**config.mk**
```make
export PLATFORM = sky130hd
export DESIGN_NAME = look_ahead_adder
export DESIGN_NICKNAME = d
export VERILOG_FILES = /design/src/rtl/look_ahead_adder_pkg.sv /design/src/rtl/look_ahead_adder_cla_group4.sv /design/src/rtl/look_ahead_adder.sv
export SDC_FILE = /design/constraint.sdc
export NUM_CORES = 1
export LEC_CHECK = 0
export ABC_AREA = 1
export CORE_ASPECT_RATIO = 1.1
export CORE_MARGIN = 2
export CORE_UTILIZATION = 41
export DETAILED_ROUTE_END_ITERATION = 8
export GPL_TIMING_DRIVEN = 1
export PLACE_DENSITY = 0.83
export SLEW_MARGIN = 10
export SYNTH_ARGS = -nofsm -noshare
export SYNTH_HDL_FRONTEND = slang
export SYNTH_SLANG_ARGS = --single-unit
```
**constraint.sdc**
```tcl
create_clock -name clk -period 1 [get_ports clk]
set_clock_uncertainty 0.1 [all_clocks]
set_input_delay 0.2 -clock clk [delete_from_list [all_inputs] [get_ports clk]]
set_output_delay 0.2 -clock clk [all_outputs]
set_load 0.02 [all_outputs]
```
**src/rtl/look_ahead_adder_pkg.sv**
```systemverilog
// Shared constants for the two-level carry-lookahead adder.
// Group width is fixed at 4; the group count derives from the operand width.
package look_ahead_adder_pkg;

    localparam int CLA_GROUP_W   = 4;
    localparam int DEFAULT_WIDTH = 8;
    localparam int CLA_GROUP_CNT = DEFAULT_WIDTH / CLA_GROUP_W;

    function automatic int group_count(input int width);
        return width / CLA_GROUP_W;
    endfunction

endpackage

```
**src/rtl/look_ahead_adder_cla_group4.sv**
```systemverilog
// 4-bit carry-lookahead group: sum plus group generate/propagate.
// Purely combinational, zero latency; no flow control.
// gg/gp depend only on a/b so the second-level carry logic never loops back through cin.
module cla_group4
    import look_ahead_adder_pkg::*;
(
    input  logic [CLA_GROUP_W-1:0] a,
    input  logic [CLA_GROUP_W-1:0] b,
    input  logic                   cin,
    output logic [CLA_GROUP_W-1:0] sum,
    output logic                   gg,
    output logic                   gp
);

    logic [CLA_GROUP_W-1:0] g;
    logic [CLA_GROUP_W-1:0] p;
    logic [CLA_GROUP_W-1:0] c;

    assign g = a & b;
    assign p = a ^ b;

    // Every carry is a flat sum of products of g/p and cin.
    assign c[0] = cin;
    assign c[1] = g[0] | (p[0] & cin);
    assign c[2] = g[1] | (p[1] & g[0]) | (p[1] & p[0] & cin);
    assign c[3] = g[2] | (p[2] & g[1]) | (p[2] & p[1] & g[0])
                | (p[2] & p[1] & p[0] & cin);

    assign sum = p ^ c;

    assign gg = g[3] | (p[3] & g[2]) | (p[3] & p[2] & g[1])
              | (p[3] & p[2] & p[1] & g[0]);
    assign gp = &p;

endmodule

```
**src/rtl/look_ahead_adder.sv**
```systemverilog
// Registered two-level carry-lookahead adder: {outc,out} = ina + inb + inc.
// Latency 1 clock, throughput 1/cycle, no backpressure; out/outc hold when in_valid=0.
// Define LOOK_AHEAD_ADDER_OVF_EN to add the registered signed-overflow port ovf.
module look_ahead_adder
    import look_ahead_adder_pkg::*;
#(
    parameter int WIDTH = DEFAULT_WIDTH
) (
    input  logic             clk,
    input  logic             rst,
    input  logic [WIDTH-1:0] ina,
    input  logic [WIDTH-1:0] inb,
    input  logic             inc,
    input  logic             in_valid,
    output logic [WIDTH-1:0] out,
    output logic             outc,
    output logic             out_valid
`ifdef LOOK_AHEAD_ADDER_OVF_EN
    ,
    output logic             ovf
`endif
);

    localparam int NG = group_count(WIDTH);

    logic [NG-1:0]    gg;
    logic [NG-1:0]    gp;
    logic [NG:0]      grp_c;
    logic [WIDTH-1:0] sum_d;
    logic [WIDTH-1:0] sum_q;
    logic             cout_d;
    logic             cout_q;
    logic             vld_q;
    logic             carry_term;
    logic             prod;

    for (genvar k = 0; k < NG; k++) begin : g_grp
        cla_group4 u_grp (
            .a   (ina[k*CLA_GROUP_W +: CLA_GROUP_W]),
            .b   (inb[k*CLA_GROUP_W +: CLA_GROUP_W]),
            .cin (grp_c[k]),
            .sum (sum_d[k*CLA_GROUP_W +: CLA_GROUP_W]),
            .gg  (gg[k]),
            .gp  (gp[k])
        );
    end

    // Second level: each group carry is its own sum of products over gg/gp/inc,
    // so no carry is built from a neighbouring group's carry.
    always_comb begin
        grp_c      = '0;
        carry_term = 1'b0;
        prod       = 1'b0;
        grp_c[0]   = inc;
        for (int k = 1; k <= NG; k++) begin
            carry_term = inc;
            for (int j = 0; j < k; j++) begin
                carry_term = carry_term & gp[j];
            end
            for (int j = 0; j < k; j++) begin
                prod = gg[j];
                for (int m = j + 1; m < k; m++) begin
                    prod = prod & gp[m];
                end
                carry_term = carry_term | prod;
            end
            grp_c[k] = carry_term;
        end
    end

    assign cout_d = grp_c[NG];

    always_ff @(posedge clk or posedge rst) begin
        if (rst) begin
            sum_q  <= '0;
            cout_q <= 1'b0;
            vld_q  <= 1'b0;
        end else begin
            vld_q <= in_valid;
            if (in_valid) begin
                sum_q  <= sum_d;
                cout_q <= cout_d;
            end
        end
    end

    assign out       = sum_q;
    assign outc      = cout_q;
    assign out_valid = vld_q;

`ifdef LOOK_AHEAD_ADDER_OVF_EN
    logic c_msb;
    logic ovf_d;
    logic ovf_q;

    // Carry into the MSB recovered from the MSB sum bit: s = p ^ c.
    assign c_msb = ina[WIDTH-1] ^ inb[WIDTH-1] ^ sum_d[WIDTH-1];
    assign ovf_d = cout_d ^ c_msb;

    always_ff @(posedge clk or posedge rst) begin
        if (rst) begin
            ovf_q <= 1'b0;
        end else if (in_valid) begin
            ovf_q <= ovf_d;
        end
    end

    assign ovf = ovf_q;
`endif

endmodule

```
Word-level counts from Yosys, hierarchy flattened
Index checks and enable logic that the tools add are counted.
{"block": "totals", "latchBits": 0, "in_bits": 20, "output_inout_bits": 10, "elab_cells": 63, "memories": 0, "romBits": 0, "ff_bits": 10, "mem_bits_rw": 0}
{"block": "op_classes", "n_shift": 0, "magnitude_cmp": 0, "n_bitwise": 58, "mux": 0, "mul": 0, "n_addsub": 0, "n_eq_ne": 0, "div": 0, "reduce_logical": 2}
{"operator": "$and A1 B1 Y1", "count": 31}
{"operator": "$or A1 B1 Y1", "count": 21}
{"operator": "$xor A4 B4 Y4", "count": 4}
{"operator": "$and A4 B4 Y4", "count": 2}
{"operator": "$reduce_and A4 Y1", "count": 2}

Longest topological paths before layout
{"block": "depth", "depth_word": 9, "mapped_depth": 10, "depth_no_buf": 10}

Hierarchy
Synthesis repeated with hierarchy kept, for this count alone.
{"block": "unflattened", "cells_unflattened": 109, "area_unflattened_um2": 803.3}
{"module": "cla_group4", "seq_area_each_um2": 0.0, "instances": 2, "area_each_um2": 201.4, "cells_each": 32}
{"module": "look_ahead_adder", "seq_area_each_um2": 250.2, "instances": 1, "area_each_um2": 400.4, "cells_each": 45}

Worst setup path before layout
No wires, ideal clock.
{"block": "synth_path", "kind": "input-to-reg", "startpoint": "input port ina[3]", "endpoint": "register sum_q[5] (netlist: out[5])", "setup_ns": 0.127, "stages": 8, "slack_ns": -0.600, "t_required_ns": 0.773, "n_path_buf": 0, "arrival_time_ns": 1.373, "path_cell_list": "ha_1 -> nand2_1 -> clkinv_1 -> nand3_2 -> nand2_2 -> fa_1 -> xnor2_1 -> o21ai_0"}
{"block": "synth_between", "elab_chain_len": 9, "elab_cells_between_ends": 16, "cone_classes": "bitwise: 15; reduce/logical: 1"}
{"item": "start, declared", "line_no": "look_ahead_adder.sv:11", "rtl": "input logic [WIDTH-1:0] ina,"}
{"item": "$xor A4 B4 Y4", "line_no": "look_ahead_adder_cla_group4.sv:20", "rtl": "assign p = a ^ b;"}
{"item": "$and A1 B1 Y1 (on tied branches)", "line_no": "look_ahead_adder_cla_group4.sv:31, look_ahead_adder_cla_group4.sv:32"}
{"item": "$or A1 B1 Y1, or another cell as far along", "line_no": "look_ahead_adder_cla_group4.sv:31", "rtl": "assign gg = g[3] | (p[3] & g[2]) | (p[3] & p[2] & g[1])"}
{"item": "$or A1 B1 Y1 or $and A1 B1 Y1 (tied branches)", "line_no": "look_ahead_adder_cla_group4.sv:31, look_ahead_adder_cla_group4.sv:32"}
{"item": "$or A1 B1 Y1", "line_no": "look_ahead_adder_cla_group4.sv:32", "rtl": "| (p[3] & p[2] & p[1] & g[0]);"}
{"item": "$or A1 B1 Y1 *", "line_no": "look_ahead_adder.sv:65", "rtl": "carry_term = carry_term | prod;"}
{"item": "$and A1 B1 Y1 *", "line_no": "look_ahead_adder_cla_group4.sv:24", "rtl": "assign c[1] = g[0] | (p[0] & cin);"}
{"item": "$or A1 B1 Y1 *", "line_no": "look_ahead_adder_cla_group4.sv:24"}
{"item": "$xor A4 B4 Y4 *", "line_no": "look_ahead_adder_cla_group4.sv:29", "rtl": "assign sum = p ^ c;"}
{"item": "end signal, assigned", "line_no": "look_ahead_adder.sv:81", "rtl": "sum_q <= sum_d;"}
{"item": "end, declared", "line_no": "look_ahead_adder.sv:30", "rtl": "logic [WIDTH-1:0] sum_q;"}
Every way passes the cells marked *; elsewhere a longest branch is shown, timed or not.
A chain may end at the register's enable or synchronous reset.

Worst setup path after layout
{"block": "layout_path", "startpoint": "input port inb[3]", "endpoint": "register sum_q[4] (netlist: out[4])"}
{"block": "layout_between", "elab_chain_len": 7, "elab_cells_between_ends": 14, "cone_classes": "bitwise: 13; reduce/logical: 1"}
{"item": "start, declared", "line_no": "look_ahead_adder.sv:12", "rtl": "input logic [WIDTH-1:0] inb,"}
{"item": "$xor A4 B4 Y4", "line_no": "look_ahead_adder_cla_group4.sv:20"}
{"item": "$and A1 B1 Y1 (on tied branches)", "line_no": "look_ahead_adder_cla_group4.sv:31, look_ahead_adder_cla_group4.sv:32"}
{"item": "$or A1 B1 Y1, or another cell as far along", "line_no": "look_ahead_adder_cla_group4.sv:31"}
{"item": "$or A1 B1 Y1 or $and A1 B1 Y1 (tied branches)", "line_no": "look_ahead_adder_cla_group4.sv:31, look_ahead_adder_cla_group4.sv:32"}
{"item": "$or A1 B1 Y1", "line_no": "look_ahead_adder_cla_group4.sv:32"}
{"item": "$or A1 B1 Y1 *", "line_no": "look_ahead_adder.sv:65"}
{"item": "$xor A4 B4 Y4 *", "line_no": "look_ahead_adder_cla_group4.sv:29"}
{"item": "net g_grp[1].u_grp.sum[0]", "line_no": "look_ahead_adder_cla_group4.sv:10", "rtl": "output logic [CLA_GROUP_W-1:0] sum,"}
The timed path passes the listed nets; every way through them passes the cells marked *.

==> flow_results.org <==
** Power and ir drop
- Share of power burned in registers :: 0.262
- For this design the total switching power over the nets is 0.766 mW.
- VDD sags by at most 0.000811 V.
- Total power for the finished layout comes to 2.00 mW.
- Proportion of power drawn by combinational gates :: 0.537
- Of the total power, the share spent switching nets is 0.383.
- Clk pwr share :: 0.200
- For this design the static power due to leakage is ~0.77 nW.
- Power Dens Cells :: approximately 1300 nW/um^2
- Cell internal power was estimated by the tool at 1.23 mW.

** Floorplanning
- In this run the core area contains 15 standard-cell rows.
- The region available for standard cell placement spans 1580 sq um.
- Overall die width :: about 43 um
- In this run the count of I/O pins placed on the die edge is 30.
- The floorplan step defined a die boundary enclosing 2040 sq um.
- From bottom edge to top edge, the die measures approximately 47 um.
- The initial utilization of the core area, before any placement, comes to 0.441.

** Placed design
- Input and output buffers added on the ports amount to 29.
- After detailed placement, the design holds a cell count of 146.
- Placer Congestion :: 0.757
- HPWL after detailed placement :: 1.46 mm

** STA
- Worst path setup slack after routing :: -425 ps
- Maximum achievable frequency :: between 700 and 800 MHz
- Smallest hold slack :: 157 ps
- Counting I/O delays and the setup requirement, the final critical path takes roughly 1400 ps.
- The number of endpoints with negative hold slack in the final report was 0.
- # setup viols final :: 18
- Max-Slew Margin vs Limit :: 0.793
- At the pin with the least slew margin, the transition time is around 310 ps.
- In the finished design, the share of the clock period the worst path needs comes to 1.42.
- Unrepaired setup endpoints after global routing :: yes
- Max Transition Viols Final :: 0

** GRT
- The initial antenna violation count was 0.
- The first global-routing pass estimated 3.62 mm of wire.
- The total overflow left after global routing is 0.
- The via count of the first global-routing pass came to 856.
- Largest net degree at the start of global routing :: 11
- For this run, the total global-route usage over all layers was measured as 0.244.

** Yosys
- Total number of yosys warnings :: 0
- Post-synthesis instance total :: 84
- Counting flops and latches in the post-synthesis netlist gives 10.
- Share of synthesized area occupied by flip-flops and latches :: 0.360
- Netlist Area Pre-Place :: 696 sq um
- The number of nets in the synthesized netlist is 114.
- Leading post-synthesis cells by cell area :: sky130_fd_sc_hd__dfrtp_1, sky130_fd_sc_hd__ha_1, sky130_fd_sc_hd__nand2_1
- Area leader, netlist :: sky130_fd_sc_hd__dfrtp_1
- Counting distinct cell types in the post-synthesis netlist gives 19.
- Yosys top cell area share :: 0.360
- Average cell area after synthesis :: 8.28 sq um

** Detailed routing
- First-pass iteration count of the detailed router :: 4
- Dividing the detail-routed wire length by the instance count gives 23.7 um.
- For this block, the initial DRC count from the detailed router was 38.
- Detailed routing inserted a total of about 980 vias.
- Using the TritonRoute via totals, the vias-per-cell ratio works out to 5.96.
- After detailed routing, the number of remaining DRC violations is 0.
- Summed over all layers, the routed wires come to 3.89 mm.
- The detail route stage leaves a number of antenna-violating nets equal to 0.

** CTS
- Root Driver :: sky130_fd_sc_hd__clkbuf_4
- The longest clock path from root to sink contains 2 buffers.
- TritonCTS built the clock tree.
- At the later pin of the worst-skew pair, clock insertion delay measures about 280 ps.
- In this run, CTS created clock tree buffers numbering 3.
- CTS built an H-tree with a depth of 1.
- Clock-pin slew was measured on the worst setup and hold paths at 80 ps.
- The clock drives 10 sinks.

** Worst hold path
- The worst hold path belongs to the class primary input to async pin.

** Worst setup path
- Crit path top cell by count :: sky130_fd_sc_hd__nand2_1
- The worst setup path is launched from a primary input.
- CP Cell Sequence :: buf_6 > ha_4 > a21oi_2 > nand2_4 > fa_2 > nand2_1 > nand2_1
- Slowest cell on crit path :: sky130_fd_sc_hd__fa_2
- STA classifies the critical path endpoint as a register.
- Required arrival time at the worst endpoint :: 1130 ps
- Of all nets on the critical path, the largest fanout is 3.
- Maximum single-stage delay on the critical path :: 550 ps
- Data on the critical path arrives at its endpoint at roughly 1600 ps.
- CP Class :: primary input to register
- Counting cells, the worst reg-to-reg path comes to 4.

** Outcome
- The final reports fail on negative setup slack.
- The run finished, with violations left.

** Final layout
- Syn-to-layout area delta :: 122%
- Layout Cells excl Fill :: ~160
- Ant diodes :: 0
- The final layout contains 178 nets.
- Of the cells placed in the final design, the portion with a size suffix greater than 1 is 0.667.
- After filler insertion, the fill cell instance count of the layout stands at 21.

** Run
- Reported max-cap violation count :: 0
==> timing repair <==
action,CTS,global route
hold buffers,0,0
pin swaps,22,12
gates resized for setup,126,34
endpoints found under the setup margin,19,19
gates cloned,0,1
buffers inserted,8,8
==> power groups by stage <==
stage | sequential (mW) | combinational [mW] | clock [mW]
floorplan | 0.585 | 0.253 | 0
global placement | 0.505 | 0.686 | 0
global route | 0.527 | 1.10 | 0.406
CTS | 0.512 | 0.817 | 0.358
finish | 0.524 | 1.07 | 0.400
detailed placement | 0.508 | 0.717 | 0
==> cells in the final DEF, fill, tap and decap left out, drive strengths merged <==
cell type / instances
a21o: 1
a21oi: 5
and2: 1
buf: 50
clkbuf: 6
clkdlybuf4s15: 1
clkdlybuf4s50: 3
clkinvlp: 2
dfrtp: 10
dlygate4sd2: 2
dlymetal6s2s: 1
fa: 2
ha: 8
inv: 10
nand2: 27
nand3: 5
nor2: 7
o21ai: 4
xnor2: 1
xor2: 1
==> metal layers <==
layer,share of wire,GRT usage
met1,0.31,0.224
met2,0.52,0.522
met3,0.079,0.0192
met4,0.092,0.145
met5,0,0
==> synth_stat cells (all sizes together) <==
library cell and n:
and2 1, a21o 1, a21oi 5, ha 8, o21ai 4, nand3 5
nor2 7, xnor2 1, inv 10, dfrtp 10, buf 1, clkinv 1
nand2 27, fa 2, xor2 1
==> area by class of cell <==
| cell class | instances | area [sq um] | area share |
|---|---|---|---|
| multi-input cells | 62 | 638 | 0.413 |
| repair buffers | 59 | 538 | 0.348 |
| inverters | 11 | 55.1 | 0.0357 |
| repair inverters | 1 | 5.00 | 0.00324 |
| well taps | 17 | 21.3 | 0.0138 |
| flip-flops and latches | 10 | 250 | 0.162 |
| clock buffers | 4 | 36.3 | 0.0235 |
==> state kept, by name, indices dropped and copies added (netlist names) <==
register and flops:
out 8, out_valid 1, outc 1
==> critical path, delay by kind of cell <==
family / cells / cell delay (ps)
AO/OA/AOI/OAI: 1 / 200
adder cells (fa/ha/maj): 2 / 800
buffers and inverters: 1 / 100
AND/OR/NAND/NOR: 3 / 240
==> kinds of logic (layout without fill, tap and decap cells) <==
| group | count (synthesis) | count (layout) | share of synthesized area |
|---|---|---|---|
| XOR/XNOR | 2 | 2 | 0.0252 |
| adder cells (fa/ha/maj) | 10 | 10 | 0.201 |
| AND/OR/NAND/NOR | 40 | 40 | 0.250 |
| AO/OA/AOI/OAI | 10 | 10 | 0.0971 |
| flip-flops | 10 | 10 | 0.360 |
| buffers and inverters | 12 | 75 | 0.0665 |
==> final timing paths <==
kind,startpoint,endpoint,slack [ps]
worst min register to register,out[1],out[1],480
min in group clk,in_valid,out_valid,250
worst min-delay path,rst,out[7],160
worst max-delay path,inb[3],out[4],-420
worst max register to register,out[6],out[6],-80
max in group asynchronous,rst,out[3],530
==> through the flow <==
stage	setup WS [ps]	utilization	TNS [ps]	instance area [sq um]
floorplan	-460	-	-1570	795
global placement	-991	0.787	-9190	1240
detailed placement	-1070	0.787	-9840	1240
CTS	-366	0.881	-3120	1390
global route	-430	0.979	-3250	1540
finish	-425	0.979	-3130	1540
Power figures use the tool's default switching activity.
